[src/rtl/eth_rx_frame_check_pkg.sv]
// Shared Ethernet receive constants, FSM state type and the CRC-32 dibit step
// used by the RMII frame checker.
package eth_rx_frame_check_pkg;

  localparam int ETH_CRC_LEN       = 4;
  localparam int ETH_MIN_FRAME_LEN = 64;
  localparam int ETH_MAX_FRAME_LEN = 1518;
  localparam int ETH_DELAY_DEPTH   = ETH_CRC_LEN * 4;

  localparam logic [31:0] ETH_CRC_POLY    = 32'hedb88320;
  localparam logic [31:0] ETH_CRC_RESIDUE = 32'hdebb20e3;

  localparam logic [1:0] DIBIT_IDLE = 2'b00;
  localparam logic [1:0] DIBIT_PRE  = 2'b01;
  localparam logic [1:0] DIBIT_SFD  = 2'b11;

  typedef enum logic [1:0] {
    ST_IDLE,
    ST_PREAMBLE,
    ST_BODY,
    ST_DROP
  } rx_state_e;

  // Reflected CRC-32 advanced by one dibit, bit 0 first (RMII is LSB-first).
  function automatic logic [31:0] crc32_dibit(input logic [31:0] crc, input logic [1:0] dibit);
    logic [31:0] c;
    c = crc;
    for (int i = 0; i < 2; i++) begin
      c = (c >> 1) ^ (((c[0] ^ dibit[i]) != 1'b0) ? ETH_CRC_POLY : 32'h0);
    end
    return c;
  endfunction

endpackage

[src/rtl/eth_rx_frame_check_crc32.sv]
// Two-bit-per-cycle CRC-32 accumulator; out is the complemented register, so a
// frame with a correct FCS leaves out == ~ETH_CRC_RESIDUE.
module crc32
  import eth_rx_frame_check_pkg::*;
(
  input  logic        clk,
  input  logic        rst,
  input  logic        inclk,
  input  logic [1:0]  in,
  input  logic        shift,
  output logic [31:0] out
);

  logic [31:0] crc_q;
  logic [31:0] crc_d;

  always_comb begin
    crc_d = crc_q;
    if (inclk) begin
      // Shift mode streams the complemented CRC out two bits at a time.
      crc_d = shift ? {2'b11, crc_q[31:2]} : crc32_dibit(crc_q, in);
    end
  end

  always_ff @(posedge clk) begin
    if (rst) begin
      crc_q <= 32'hffffffff;
    end else begin
      crc_q <= crc_d;
    end
  end

  assign out = ~crc_q;

endmodule

[src/rtl/eth_rx_frame_check.sv]
// RMII receive framer: finds preamble/SFD, forwards the body minus FCS through a
// 16-dibit delay line and reports a per-frame CRC/length verdict.
module eth_rx_frame_check
  import eth_rx_frame_check_pkg::*;
#(
  parameter int MIN_PREAMBLE_DIBITS = 8,
  parameter int MIN_FRAME_BYTES     = ETH_MIN_FRAME_LEN,
  parameter int MAX_FRAME_BYTES     = ETH_MAX_FRAME_LEN
) (
  input  logic       clk,
  input  logic       rst,
  input  logic       inclk,
  input  logic [1:0] in,
  output logic       outclk,
  output logic [1:0] out,
  output logic       done,
  output logic       crc_ok,
  output logic       err
);

  localparam int PCNT_W = $clog2(MIN_PREAMBLE_DIBITS + 1);
  localparam int FILL_W = $clog2(ETH_DELAY_DEPTH + 1);
  localparam int CNT_W  = 13;

  localparam logic [PCNT_W-1:0] PCNT_MAX    = PCNT_W'(MIN_PREAMBLE_DIBITS);
  localparam logic [FILL_W-1:0] FILL_FULL   = FILL_W'(ETH_DELAY_DEPTH);
  localparam logic [CNT_W-1:0]  CNT_SAT     = CNT_W'(MAX_FRAME_BYTES * 4 + 1);
  localparam logic [CNT_W-1:0]  MIN_DIBITS  = CNT_W'(MIN_FRAME_BYTES * 4);
  localparam logic [CNT_W-1:0]  MAX_DIBITS  = CNT_W'(MAX_FRAME_BYTES * 4);

  rx_state_e state_q, state_d;

  logic [PCNT_W-1:0]                pcnt_q, pcnt_d;
  logic [ETH_DELAY_DEPTH-1:0][1:0]  dline_q, dline_d;
  logic [FILL_W-1:0]                fill_q, fill_d;
  logic [CNT_W-1:0]                 cnt_q, cnt_d;
  logic [1:0]                       out_q, out_d;
  logic                             outclk_q, outclk_d;
  logic                             done_q, done_d;
  logic                             crc_ok_q, crc_ok_d;
  logic                             err_q, err_d;

  logic        sfd_det;
  logic        body_push;
  logic        frame_end;
  logic [31:0] crc_out;

  assign body_push = (state_q == ST_BODY) && inclk;
  assign frame_end = (state_q == ST_BODY) && !inclk;

  crc32 u_crc32 (
    .clk   (clk),
    .rst   (rst || sfd_det),
    .inclk (body_push),
    .in    (in),
    .shift (1'b0),
    .out   (crc_out)
  );

  always_ff @(posedge clk) begin
    if (rst) begin
      state_q <= ST_IDLE;
    end else begin
      state_q <= state_d;
    end
  end

  always_comb begin
    state_d = state_q;
    sfd_det = 1'b0;
    if (!inclk) begin
      state_d = ST_IDLE;
    end else begin
      unique case (state_q)
        ST_IDLE: begin
          if (in == DIBIT_PRE) begin
            state_d = ST_PREAMBLE;
          end else if (in != DIBIT_IDLE) begin
            state_d = ST_DROP;
          end
        end
        ST_PREAMBLE: begin
          if (in == DIBIT_SFD && pcnt_q >= PCNT_MAX) begin
            state_d = ST_BODY;
            sfd_det = 1'b1;
          end else if (in != DIBIT_PRE) begin
            state_d = ST_DROP;
          end
        end
        ST_BODY: state_d = ST_BODY;
        ST_DROP: state_d = ST_DROP;
        default: state_d = ST_IDLE;
      endcase
    end
  end

  always_comb begin
    pcnt_d   = pcnt_q;
    dline_d  = dline_q;
    fill_d   = fill_q;
    cnt_d    = cnt_q;
    out_d    = out_q;
    outclk_d = 1'b0;
    done_d   = 1'b0;
    crc_ok_d = 1'b0;
    err_d    = 1'b0;

    if (state_q == ST_IDLE && inclk && in == DIBIT_PRE) begin
      pcnt_d = PCNT_W'(1);
    end
    if (state_q == ST_PREAMBLE && inclk && in == DIBIT_PRE && pcnt_q != PCNT_MAX) begin
      pcnt_d = pcnt_q + 1'b1;
    end

    if (sfd_det) begin
      dline_d = '0;
      fill_d  = '0;
      cnt_d   = '0;
    end

    // Newest dibit enters at index 0; index DEPTH-1 is the oldest, evicted once full.
    if (body_push) begin
      dline_d = {dline_q[ETH_DELAY_DEPTH-2:0], in};
      if (fill_q == FILL_FULL) begin
        out_d    = dline_q[ETH_DELAY_DEPTH-1];
        outclk_d = 1'b1;
      end else begin
        fill_d = fill_q + 1'b1;
      end
      if (cnt_q != CNT_SAT) begin
        cnt_d = cnt_q + 1'b1;
      end
    end

    if (frame_end) begin
      done_d   = 1'b1;
      crc_ok_d = (crc_out == ~ETH_CRC_RESIDUE);
      err_d    = !crc_ok_d || (cnt_q[1:0] != 2'b00) ||
                 (cnt_q < MIN_DIBITS) || (cnt_q > MAX_DIBITS);
    end
  end

  always_ff @(posedge clk) begin
    if (rst) begin
      pcnt_q   <= '0;
      dline_q  <= '0;
      fill_q   <= '0;
      cnt_q    <= '0;
      out_q    <= 2'b00;
      outclk_q <= 1'b0;
      done_q   <= 1'b0;
      crc_ok_q <= 1'b0;
      err_q    <= 1'b0;
    end else begin
      pcnt_q   <= pcnt_d;
      dline_q  <= dline_d;
      fill_q   <= fill_d;
      cnt_q    <= cnt_d;
      out_q    <= out_d;
      outclk_q <= outclk_d;
      done_q   <= done_d;
      crc_ok_q <= crc_ok_d;
      err_q    <= err_d;
    end
  end

  assign outclk = outclk_q;
  assign out    = out_q;
  assign done   = done_q;
  assign crc_ok = crc_ok_q;
  assign err    = err_q;

endmodule

[config.mk]
export PLATFORM = sky130hd
export DESIGN_NAME = eth_rx_frame_check
export DESIGN_NICKNAME = d
export VERILOG_FILES = /design/src/rtl/eth_rx_frame_check_pkg.sv /design/src/rtl/eth_rx_frame_check_crc32.sv /design/src/rtl/eth_rx_frame_check.sv
export SDC_FILE = /design/constraint.sdc
export NUM_CORES = 1
export LEC_CHECK = 0
export ABC_AREA = 1
export BUFFER_PORTS_ARGS = -buffer_cell sky130_fd_sc_hd__buf_2
export CORE_ASPECT_RATIO = 1.2
export CORE_MARGIN = 10
export CORE_UTILIZATION = 45
export DETAILED_ROUTE_END_ITERATION = 10
export PLACE_DENSITY_LB_ADDON = 0.15
export SLEW_MARGIN = 40
export SYNTH_ARGS = -nofsm -noshare
export SYNTH_HDL_FRONTEND = slang
export SYNTH_SLANG_ARGS = --single-unit
[constraint.sdc]
create_clock -name clk -period 2.2 [get_ports clk]
set_clock_uncertainty 0.2 [all_clocks]
set_input_delay 0.44 -clock clk [delete_from_list [all_inputs] [get_ports clk]]
set_output_delay 0.44 -clock clk [all_outputs]
set_load 0.01 [all_outputs]
# Word-level counts from Yosys, hierarchy flattened
# Cells that the tools add are included.
dict set report totals {
  out_inout_bits 6
  reg_bits 94
  inputBits 5
}
dict set report classes {
  reduce_logical 24
  n_bitwise 8
  eq_ne 12
  magnitude_cmp 3
  n_addsub 3
  n_mux 22
}
# cell count
set op_table {}
lappend op_table {{32-bit two-way mux} 4}
lappend op_table {{31-bit by 32-bit bitwise XOR with 32-bit output} 2}
lappend op_table {{13-bit two-way mux} 3}
lappend op_table {{32-bit by 30-bit equality test with 1-bit output (second input constant)} 1}
lappend op_table {{32-bit inverter} 1}
lappend op_table {{5-bit two-way mux} 3}
lappend op_table {{13-bit by 1-bit adder with 13-bit output (second input constant)} 1}
lappend op_table {{13-bit > comparator (second input constant)} 1}
lappend op_table {{13-bit by 9-bit < comparator with 1-bit output (second input constant)} 1}
lappend op_table {{13-bit != test (second input constant)} 1}
lappend op_table {{1-bit logical AND} 8}
lappend op_table {{2-bit two-way mux} 4}
lappend op_table {{4-bit two-way mux} 2}
lappend op_table {{2-bit case mux with 4 select lines} 1}
lappend op_table {{2-bit nonzero test} 4}
lappend op_table {{2-bit equality test (second input constant)} 3}
lappend op_table {{3-bit != test (second input constant)} 2}
lappend op_table {{2-bit OR reduction} 3}
lappend op_table {{5-bit by 1-bit adder with 5-bit output (second input constant)} 1}
lappend op_table {{5-bit equality test (second input constant)} 1}
lappend op_table {{1-bit two-way mux} 5}
lappend op_table {{4-bit by 1-bit adder with 4-bit output (second input constant)} 1}
lappend op_table {{2-bit by 1-bit equality test with 1-bit output (second input constant)} 2}
lappend op_table {{4-bit greater-or-equal comparator (second input constant)} 1}
lappend op_table {{8 further kinds} 16}

# Depth between registers and ports, before layout
# Gate-level depths: netlist (run 1).
dict set report logic_depth {
  word_depth 8
  ltp_mapped 10
}

# Cells and area by module
# Synthesis (run 1) repeated with hierarchy kept, for this count alone.
dict set report unflattened {
  cells_unflattened 604
  hier_area_um2 4297.9
}
# mod area_per_inst_um2 cells_each n_inst seq_area_each_um2
set modules_own_cells {}
lappend modules_own_cells {eth_rx_frame_check 2835.2 397 1 1241.2}
lappend modules_own_cells {crc32 1462.7 207 1 640.6}

# Least setup slack after synthesis (run 1)
# Ideal clock, no wire load.
dict set report synth_timing {
  path_kind {input-to-reg}
  from {input port rst}
  to {register u_crc32.crc_q[15]}
  arrival_ns 1.262
  path_buffers 2
  t_required_ns 1.866
  path_stages 6
  setup_time_ns 0.134
  slack_ns 0.604
  path_cell_list {buf_2 inv_1 nand2_2 inv_2 buf_2 o221ai_1}
}
dict set report synth_via {
  elab_chain_len 1
}
# item line_no
set synth_lines {}
lappend synth_lines {{start: declaration} eth_rx_frame_check.sv:11} ;# input logic rst,
lappend synth_lines {{1-bit logical OR} eth_rx_frame_check.sv:53} ;# .rst (rst || sfd_det),
lappend synth_lines {{end signal: assignment} eth_rx_frame_check_crc32.sv:29} ;# crc_q <= crc_d;
lappend synth_lines {{end: declaration} eth_rx_frame_check_crc32.sv:14} ;# logic [31:0] crc_q;
# No other way between the ends.
# A chain may end at the register's enable or synchronous reset.

# Worst setup path after layout (run 1)
dict set report layout_timing {
  from {register cnt_q[1]}
  to {register cnt_q[5]}
}
dict set report layout_via {
  elab_chain_len 3
}
# item line_no
set layout_lines {}
lappend layout_lines {{start: declaration} eth_rx_frame_check.sv:36} ;# logic [CNT_W-1:0] cnt_q, cnt_d;
lappend layout_lines {{start signal: assignment} eth_rx_frame_check.sv:158} ;# cnt_q <= cnt_d;
lappend layout_lines {{13-bit by 1-bit adder with 13-bit output or 13-bit != test (tied branches)} {eth_rx_frame_check.sv:131, eth_rx_frame_check.sv:130}}
lappend layout_lines {{13-bit two-way mux *} eth_rx_frame_check.sv:130} ;# if (cnt_q != CNT_SAT) begin
lappend layout_lines {{13-bit two-way mux *} eth_rx_frame_check.sv:122} ;# if (body_push) begin
# Mark *: on every way between the ends. The rest lies on a longest branch, timed or not.

==> metrics.md, run 1 <==
| Metric | Value |
|---|---|
| Clock buffer count from CTS | `9` |
| CTS Buffer Depth | `2` |
| Clock-pin slew on the worst setup and hold paths | `0.09 ns` |
| Synth Cell Area | `4189 um^2` |
| Port Buffers | `10` |
| Htree depth | `3` |
| Critical path startpoint category | `flop` |
| Synthesized flop and latch total | `94` |
| Initial antenna violation count | `0` |
| Number of hold buffers added after CTS | `0` |
| Slew Viols, Final | `0` |
| Post-Synth Adder-Cell Area | `0.02091` |
| Setup CP Type | `reg2reg` |
| Power per cell area | `just over 700 nW/um^2` |
| Setup crit end kind | `flop` |
| Global-route wire length before repair | `15240 um` |
| RSZ-0062 raised after global routing | `no` |
| Synth-to-layout area growth | `10.10%` |
| Clk root buf | `clkbuf_8` |
| Avg Inst Size Synth | `7.336 um^2` |
| Vias in the first global route | `3333` |
| Complex-gate fraction of the synthesized area | `0.1604` |
| Sw Share | `0.2378` |
| Slowest stage delay, CP | `between 0.4 and 0.5 ns` |
| Post-layout util | `0.5079` |
| Worst Tran Pin Value | `~0.37 ns` |
| Die width | `108.1 um` |
| WL/cell | `12.58 um` |
| Final Hold Viols | `0` |
| Synth cell types | `35` |
| Synth warn | `0` |
| DIE AREA | `about 14000 um^2` |
| Post-synth EDFFs | `0` |
| Ys async rst share | `0` |
| Core Region | `9081 um^2` |
| XOR/XNOR share of the synthesized area | `0.02748` |
| Combinational Power Share | `0.068` |
| Largest family of logic cells by synthesized area | `simple AND/OR/NAND/NOR gates` |
| Sequential area share after synthesis | `0.4492` |
| Vias per cell | `between 5 and 6` |
| Later-pin clock latency in the skew report | `around 0.36 ns` |
| Worst VDD drop | `0.0004230 V` |
| Post-Synth Simple-Gate Area | `0.2631` |
| Iteration-0 DRC Markers | `140` |
| Largest net degree at the start of global routing | `38` |
| GR Overflow Total | `0` |
| Post-CTS sizing | `0` |
| Final setup fails | `0` |
| Internal | `2.523 mW` |
| Pre-Repair DR Iteration Count | `4` |
| DR DRC count | `0` |
| Synth cell count leaders | `nand2_1 (151), dfxtp_1 (94), a21oi_1 (62)` |
| Detailed placement HPWL | `6215 um` |
| Post-CTS Setup Repair Bufs | `0` |
| GRT Resource Usage Total | `0.1340` |
| CP arrival | `1.96 ns` |
| Routability cong. | `roughly 0.90` |
| Fmax | `~0.53 GHz` |
| Top cells by area, synth | `dfxtp_1 (45%), nand2_1 (14%), a21oi_1 (7.4%)` |
| Routed WL | `about 9000 um` |
| Minimum clock period after layout | `1.904 ns` |
| Clock network fraction of total power | `0.400` |
| Multiplexer share of the synthesized area | `0` |
| Post-Syn Instances | `571` |
| CP max FO | `6` |
| Share of cells above drive strength 1 | `0.09370` |
| Worst Hold Class | `in2reg` |
| Status | `finished, final reports clean` |
| Cell with the most instances after synthesis | `nand2_1` |
| Dominant synthesized flop cell | `dfxtp_1` |
| Yosys top cell area share | `0.4492` |
| Power Total | `3.309 mW` |
| Num ports | `11` |
| Clk sinks | `94` |
| Seq pwr share | `0.532` |
| Worst path cell trace | `inv_1 > ha_1 > nand2_1 > nor2_1 > nand3_1 > nand2_2 > nor2_1 > nand3_1 > nand2_1 > a21oi_1` |
| Post-route ant nets | `0` |
| Leakage | `approximately 1.8 nW` |
| Die height | `roughly 130 um` |
| Critical Path RT | `roughly 2.3 ns` |
| Std-Cell Rows | `38` |
| Post-Syn Nets | `583` |
| Switching pwr | `0.7868 mW` |
| Slew margin rel. | `0.7550` |
| Max Cap Viol | `0` |
| Setup_tns | `0 ns` |
| Nets | `just under 600` |
| CP max stage cell | `dfxtp_1` |
| Via count | `3618` |
| Cell taking the most area after synthesis | `dfxtp_1` |
| Antenna Cells | `0` |
| Fin crit share | `0.8654` |
| CTS tree | `yes` |
| Initial Utilization | `0.4613` |
[kinds of logic (layout without fill, tap and decap cells)]
| logic type | count (synthesis) | in the layout |
|---|---|---|
| buf+inv | 79 | 95 |
| flops | 94 | 94 |
| xor+xnor | 11 | 11 |
| simple gates | 259 | 259 |
| fa+ha+maj | 7 | 7 |
| compound gates | 121 | 121 |
[worst max-delay path: cells and delay by family, from the launching register on]
| kind | cells | cell delay, ns |
|---|---|---|
| adder cells (fa/ha/maj) | 1 | 0.20 |
| AO/OA/AOI/OAI | 1 | 0.04 |
| buffers and inverters | 1 | 0.09 |
| AND/OR/NAND/NOR | 7 | 0.84 |
| flip-flops | 1 | 0.43 |
[stage by stage]
step	worst slack, ns	std cells	hold WS, ns	instance area [um^2]
after floorplan	0.6038	571	0.2353	4189
after global placement	0.3228	691	0.2502	4379
after detailed placement	0.3102	691	0.2530	4379
after CTS	0.3112	707	0.1380	4612
after global routing	0.1353	707	0.1676	4612
final	0.2960	707	0.1702	4612
[path summary, 6_finish.rpt]
path	to	startpoint	cells after the start	slack (ns)
min reg2reg	dline_q[13]	dline_q[13]	2	0.26
min	done	inclk	2	0.17
max	cnt_q[5]	cnt_q[1]	10	0.30
max reg2reg	cnt_q[5]	cnt_q[1]	10	0.30
[cells in the final DEF, fill, tap and decap left out, types with 2 or more instances in the layout]
| cell type | synthesis | layout |
|---|---|---|
| o21ai_0 | 30 | 30 |
| nand4_1 | 11 | 11 |
| nand3b_1 | 2 | 2 |
| o211ai_1 | 13 | 13 |
| o21ai_1 | 5 | 5 |
| nand3_1 | 21 | 21 |
| o221ai_1 | 5 | 5 |
| xnor2_1 | 7 | 7 |
| clkbuf_8 | 0 | 11 |
| a21oi_1 | 62 | 62 |
| bufinv_16 | 0 | 2 |
| buf_2 | 14 | 10 |
| a31oi_1 | 2 | 2 |
| nor2_4 | 2 | 2 |
| inv_1 | 51 | 51 |
| nand2_1 | 151 | 151 |
| nand2_2 | 5 | 5 |
| xor2_1 | 3 | 3 |
| inv_2 | 5 | 5 |
| nor3_1 | 12 | 12 |
| dfxtp_1 | 94 | 94 |
| nor2_1 | 50 | 50 |
| nand2_4 | 2 | 2 |
| buf_4 | 2 | 12 |
| ha_1 | 7 | 7 |
[layout make-up]
type                    instances  area, um^2
multi-input cells             398        1977
fillers                       884        4469
flip-flops and latches         94        1882
clock buffers                  12       155.1
repair buffers                 23       160.2
inverters                      56       210.2
well taps                     120       150.1
clock inverters                 4       77.57
[power groups by stage]
stage	Sequential, mW	Clock (mW)	Combinational [mW]
after CTS	1.76	1.36	0.228
final	1.76	1.32	0.226
after global placement	1.80	0	0.224
after global routing	1.76	1.41	0.258
after floorplan	1.79	0	0.175
after detailed placement	1.80	0	0.228
[layer usage]
layer,up-vias,GRT usage,part of all wire
li1,1890,-,-
met1,1666,0.1690,0.47
met2,50,0.2105,0.47
met3,12,0.03163,0.037
met4,0,0.06063,0.015
met5,-,0,0
[sequential cells by signal (all words and copies together) (netlist names), 2 cells and up]
register / cells
cnt_q: 13
fill_q: 5
pcnt_q: 4
out: 2
u_crc32.crc_q: 32
state_q: 2
dline_q: 32
No activity file was read; power rests on OpenSTA's default activity.
==> run 2, diff against run 1 <==
--- a/config.mk
+++ b/config.mk
@@ -10,6 +10,7 @@
 export CORE_ASPECT_RATIO = 1.2
 export CORE_MARGIN = 10
 export CORE_UTILIZATION = 45
+export CTS_BUF_LIST = sky130_fd_sc_hd__clkbuf_2
 export DETAILED_ROUTE_END_ITERATION = 10
 export PLACE_DENSITY_LB_ADDON = 0.15
 export SLEW_MARGIN = 40
==> run 2 against run 1 <==
Compared with the run above:
- critical path depth is 3 lower
- via count is 0.91% higher
- non-clock buffer count is 6 higher
- combinational power is 3% higher
- global-route usage is 0.061 points higher
- setup slack worse by 0.17 ns
- routed wire length is 0.91% higher
- count of clock-buffer cells in the layout is 2 lower
- sequential power hardly changed
- critical path type is now in2reg
- largest power group unchanged
- highest routed layer unchanged
==> metrics.md, run 2 (synthesis gave the netlist of run 1 again) <==
| Metric | Value |
|---|---|
| Combinational Power Share | `0.078` |
| Via count | `approximately 3700` |
| Setup CP Type | `in2reg` |
| R2R Setup Slk | `0.27 ns` |
| Fillers | `905` |
| Core Region | `9081 um^2` |
| RSZ-0062 raised after global routing | `no` |
| Post-route ant nets | `0` |
| Critical path startpoint category | `primary input` |
| Slew Viols, Final | `0` |
| Detailed placement HPWL | `6215 um` |
| Clock-pin slew on the worst setup and hold paths | `0.25 ns` |
| Seq pwr share | `0.595` |
| GR Util met2 | `0.2134` |
| Synth-to-layout area growth | `9.200%` |
| Num ports | `11` |
| Number of cells on the worst reg-to-reg path | `10` |
| Post-placement setup slack | `between 0.3 and 0.4 ns` |
| Die width | `108.1 um` |
| Status | `finished, final reports clean` |
| Fin crit share | `0.9448` |
| Min-delay src | `dline_q[13]` |
| Internal | `2.207 mW` |
| Initial Utilization | `0.4613` |
| Clock buffer count from CTS | `9` |
| Fmax | `between 0.4 and 0.5 GHz` |
| Port Buffers | `10` |
| Regs by FF count | `dline_q (32), u_crc32.crc_q (32), cnt_q (13)` |
| Critical R2R Capture | `cnt_q[5]` |
| Final Hold Viols | `0` |
| Critical Path RT | `2.53 ns` |
| Met3 usage | `0.03265` |
| Power per cell area | `649.7 nW/um^2` |
| Initial antenna violation count | `0` |
| CP arrival | `around 2.4 ns` |
| Most frequent cells in the layout | `nand2_1 (151), dfxtp_1 (94), a21oi_1 (62), inv_1 (51), nor2_1 (50)` |
| Vias per cell | `between 5 and 6` |
| Worst Tran Pin Value | `between 0.3 and 0.4 ns` |
| Minimum clock period after layout | `2.079 ns` |
| Clock network fraction of total power | `0.327` |
| Area occupied by multi-input gates | `1977 um^2` |
| Pre-Repair DR Iteration Count | `5` |
| Iteration-0 DRC Markers | `roughly 180` |
| Post-layout util | `0.5037` |
| Worst Hold Class | `reg2reg` |
| Commonest non-fill, non-tap cell in the layout | `nand2_1` |
| Later-pin clock latency in the skew report | `0.57 ns` |
| GRT Resource Usage Total | `0.1346` |
| Final setup fails | `0` |
| Hold Path Stages | `2` |
| Global-route wire length before repair | `around 15000 um` |
| Vias in the first global route | `3379` |
| Sw Share | `0.2573` |
| Power Total | `roughly 3 mW` |
| DR DRC count | `0` |
| Share of cells above drive strength 1 | `0.09106` |
| Most Used Layer, Global Route | `met2` |
| Switching pwr | `0.7648 mW` |
| CTS tree | `yes` |
| Worst VDD drop | `~0.00036 V` |
| Routability cong. | `0.9038` |
| Setup crit end kind | `flop` |
| Clk root buf | `clkbuf_2` |
| Nets | `600` |
| Die height | `125.7 um` |
| WHS Endpoint | `dline_q[13]` |
| Slew margin rel. | `0.7525` |
| GR Overflow Total | `0` |
| Antenna Cells | `0` |
| Largest net degree at the start of global routing | `38` |
| Max Cap Viol | `0` |
| Seq. cell area | `1882 um^2` |
| CP max FO | `12` |
| DIE AREA | `13580 um^2` |
| CTS Buffer Depth | `2` |
| Std-Cell Rows | `38` |
| Worst Slack Setup Final | `~0.12 ns` |
| Clk sinks | `94` |
| Htree depth | `3` |
| WL/cell | `12.59 um` |
| Post-CTS sizing | `0` |
| Leakage | `1.832 nW` |
| R2R Path Start | `cnt_q[1]` |
| Setup_tns | `0 ns` |
| Routed WL | `8978 um` |
| GR Layer Usage met1 | `0.1705` |
-- run 2: worst max-delay path, cell delays in order --
cell           delay [ns]
dlygate4sd3_1        0.53
buf_2                0.20
inv_1                0.10
buf_4                0.17
nand2_1              0.08
a311oi_1             0.28
dlygate4sd3_1        0.60
-- run 2: worst max path at each step --
stage	slack (ns)	to	cells past startpoint	start
after floorplan	0.60	u_crc32.crc_q[15]	6	rst
after global placement	0.32	cnt_q[5]	10	cnt_q[1]
after detailed placement	0.31	cnt_q[5]	8	inclk
after CTS	0.23	state_q[0]	7	rst
after global routing	0.05	state_q[0]	7	rst
final	0.12	state_q[0]	7	rst
-- run 2: per-stage QoR --
step	cell area [um^2]	instances	hold WS [ns]
final	4574	713	0.2749
after global routing	4574	713	0.2923
after CTS	4574	713	0.2736
after detailed placement	4379	691	0.2530
after global placement	4379	691	0.2502
after floorplan	4189	571	0.2353
-- run 2: power by group through the flow --
stage | clock network [mW] | registers [mW] | logic, mW
floorplan | 0 | 1.79 | 0.175
global placement | 0 | 1.80 | 0.224
detailed placement | 0 | 1.80 | 0.228
CTS | 1.00 | 1.77 | 0.236
global route | 1.05 | 1.77 | 0.267
finish | 0.972 | 1.77 | 0.233
-- run 2: layout make-up --
class                           instances  area share
Inverter                               56     0.04595
Clock inverter                          6     0.01860
Sequential cell                        94      0.4114
Timing Repair Buffer                   29     0.04814
Multi-Input combinational cell        398      0.4322
Clock buffer                           10     0.01094
Tap cell                              120     0.03282
-- run 2: routing by layer --
layer  wire, um  vias to the layer above
met4        125                        0
met5          0                        -
met3        395                        9
met1       4167                     1667
met2       4289                       71
li1           -                     1904
-- run 2: what timing repair did --
action,4_1_cts,5_1_grt
hold buffers,6,0
endpoints found under the hold margin,11,0
buffers inserted,0,0
==> run 3, diff against run 2 <==
--- a/config.mk
+++ b/config.mk
@@ -11,6 +11,7 @@
 export CORE_MARGIN = 10
 export CORE_UTILIZATION = 45
 export CTS_BUF_LIST = sky130_fd_sc_hd__clkbuf_2
+export CTS_CLUSTER_SIZE = 14
 export DETAILED_ROUTE_END_ITERATION = 10
 export PLACE_DENSITY_LB_ADDON = 0.15
 export SLEW_MARGIN = 40
==> constraint.sdc (replaced) <==
create_clock -name clk -period 1.99 [get_ports clk]
set_clock_uncertainty 0.2 [all_clocks]
set_input_delay 0.398 -clock clk [delete_from_list [all_inputs] [get_ports clk]]
set_output_delay 0.398 -clock clk [all_outputs]
set_load 0.01 [all_outputs]
==> run 3 against run 2 <==
Compared with the run above:
- core utilization decreased by 0.29 points
- power increased by 1.5%
- global-route usage decreased by 0.21 points
- worst hold slack got worse by 0.011 ns
- largest cell class unchanged
- critical path type is now reg2reg
- cell count unchanged
- sequential power increased by 10%
- count of clock-buffer cells in the layout decreased by 1
- register-to-register slack got worse by 0.11 ns
- die area unchanged
- first-iteration DRC count decreased by 2.7%
- sequential cell count unchanged
==> metrics.md, run 3 (synthesis gave the netlist of run 1 again) <==
| Metric | Value |
|---|---|
| Commonest non-fill, non-tap cell in the layout | `nand2_1` |
| Final setup fails | `0` |
| Final Hold Viols | `0` |
| Die height | `between 100 and 150 um` |
| Worst Tran Pin Value | `0.3579 ns` |
| RSZ-0062 raised after global routing | `no` |
| Vias per cell | `5.154` |
| Critical path startpoint category | `flop` |
| Vias in the first global route | `3306` |
| Std-Cell Rows | `38` |
| Largest net degree at the start of global routing | `38` |
| Minimum clock period after layout | `between 1.5 and 2 ns` |
| Later-pin clock latency in the skew report | `between 0.5 and 0.6 ns` |
| CP max FO | `8` |
| Antenna Cells | `0` |
| Worst Slack Setup Final | `~0.16 ns` |
| Most frequent cells in the layout | `nand2_1 (151), dfxtp_1 (93), a21oi_1 (62), inv_1 (51), nor2_1 (50)` |
| Clock-pin slew on the worst setup and hold paths | `approximately 0.24 ns` |
| Slowest stage delay, CP | `0.45 ns` |
| CP max stage cell | `dfxtp_1` |
| Regs by FF count | `dline_q (32), u_crc32.crc_q (32), cnt_q (13)` |
| Power Total | `3.017 mW` |
| Post-route ant nets | `0` |
| Synth-to-layout area growth | `8.572%` |
| Max Cap Viol | `0` |
| Routed WL | `8837 um` |
| Core Region | `9081 um^2` |
| Num ports | `11` |
| GR Overflow Total | `0` |
| Htree depth | `3` |
| Slew margin rel. | `0.7614` |
| Setup crit end kind | `flop` |
| Worst path cell trace | `inv_1 > ha_1 > nand2_1 > nor2_1 > nand3_1 > nand2_2 > nor2_4 > nand4_1 > a21oi_1` |
| Clk sinks | `94` |
| Share of cells above drive strength 1 | `0.09612` |
| Critical Path RT | `2.29 ns` |
| Global-route wire length before repair | `around 15000 um` |
| Port Buffers | `10` |
| Power per cell area | `between 600 and 700 nW/um^2` |
| CTS tree | `yes` |
| Die width | `108.1 um` |
| Routability cong. | `slightly below 1` |
| Detailed placement HPWL | `~6100 um` |
| R2R Setup Slk | `0.16 ns` |
| Iteration-0 DRC Markers | `178` |
| Pre-Repair DR Iteration Count | `5` |
| Worst Hold Class | `reg2reg` |
| Initial antenna violation count | `0` |
| Initial Utilization | `0.4613` |
| Fin crit share | `0.9217` |
| Via count | `3675` |
| Post-placement setup slack | `about 0.18 ns` |
| Slew Viols, Final | `0` |
| DIE AREA | `around 14000 um^2` |
| Status | `finished, final reports clean` |
| Leakage | `1.821 nW` |
| Nets | `600` |
| Post-layout util | `0.5008` |
| Clk root buf | `clkbuf_2` |
| Fmax | `0.5452 GHz` |
| WL/cell | `roughly 12 um` |
| DR DRC count | `0` |
| Clock buffer count from CTS | `9` |
| Setup_tns | `0 ns` |
| Fillers | `around 910` |
| Setup CP Type | `reg2reg` |
| Worst VDD drop | `about 0.00042 V` |
| GRT Resource Usage Total | `0.1326` |
| CTS Buffer Depth | `2` |
| CP arrival | `2.14 ns` |
-- run 3: cell types whose count changed in the layout (fill, tap and decap cells not counted) --
cell           delta
dlygate4sd3_1     -1
clkinv_2          +4
dfxtp_2           +1
buf_12            +2
buf_4             -1
clkinv_4          -1
dfxtp_1           -1
bufinv_16         -2
clkinvlp_4        +1
clkbuf_2          -1
clkinv_1          -1
-- run 3: what timing repair did --
item	CTS	global route
gates resized for setup	0	1
endpoints found under the setup margin	0	1
hold buffers	5	0
buffers inserted	0	0
endpoints found under the hold margin	8	0
-- run 3: final cells by class --
cell class / count / area [um^2] / area share
multi-input cells: 398 / 1977 / 0.4347
flip-flops and latches: 94 / 1883 / 0.4140
repair buffers: 29 / 242.7 / 0.05337
inverters: 56 / 210.2 / 0.04622
well taps: 120 / 150.1 / 0.03301
clock buffers: 9 / 45.04 / 0.009904
clock inverters: 7 / 40.04 / 0.008803
-- run 3: worst max-delay path, delay by kind of cell (launching register included) --
family,cells,cell delay [ns]
flip-flops,1,0.45
AO/OA/AOI/OAI,1,0.13
AND/OR/NAND/NOR,6,0.73
adder cells (fa/ha/maj),1,0.20
buffers and inverters,1,0.09
-- run 3: path summary, 6_finish.rpt --
| check | from | to | depth (start not counted) |
|---|---|---|---|
| min reg2reg | dline_q[28] | dline_q[30] | 2 |
| min | dline_q[28] | dline_q[30] | 2 |
| max | cnt_q[1] | cnt_q[4] | 9 |
| max reg2reg | cnt_q[1] | cnt_q[4] | 9 |
-- run 3: routing by layer --
metal	GRT usage	share of wire	routed length, um
met3	0.03163	0.045	401
met2	0.2123	0.47	4132
met1	0.1654	0.47	4130
met4	0.05512	0.020	173
met5	0	0	0
-- run 3: metrics by stage --
stage | area (um^2) | cells | hold slack (ns)
final | 4548 | 713 | 0.2644
after global routing | 4548 | 713 | 0.2915
after CTS | 4547 | 713 | 0.2761
after detailed placement | 4412 | 692 | 0.2536
after global placement | 4412 | 692 | 0.2497
after floorplan | 4189 | 571 | 0.2353
-- run 3: where the power goes --
group	internal [mW]	switching [mW]
clock	0.157	0.645
combinational	0.0976	0.166
sequential	1.92	0.0271
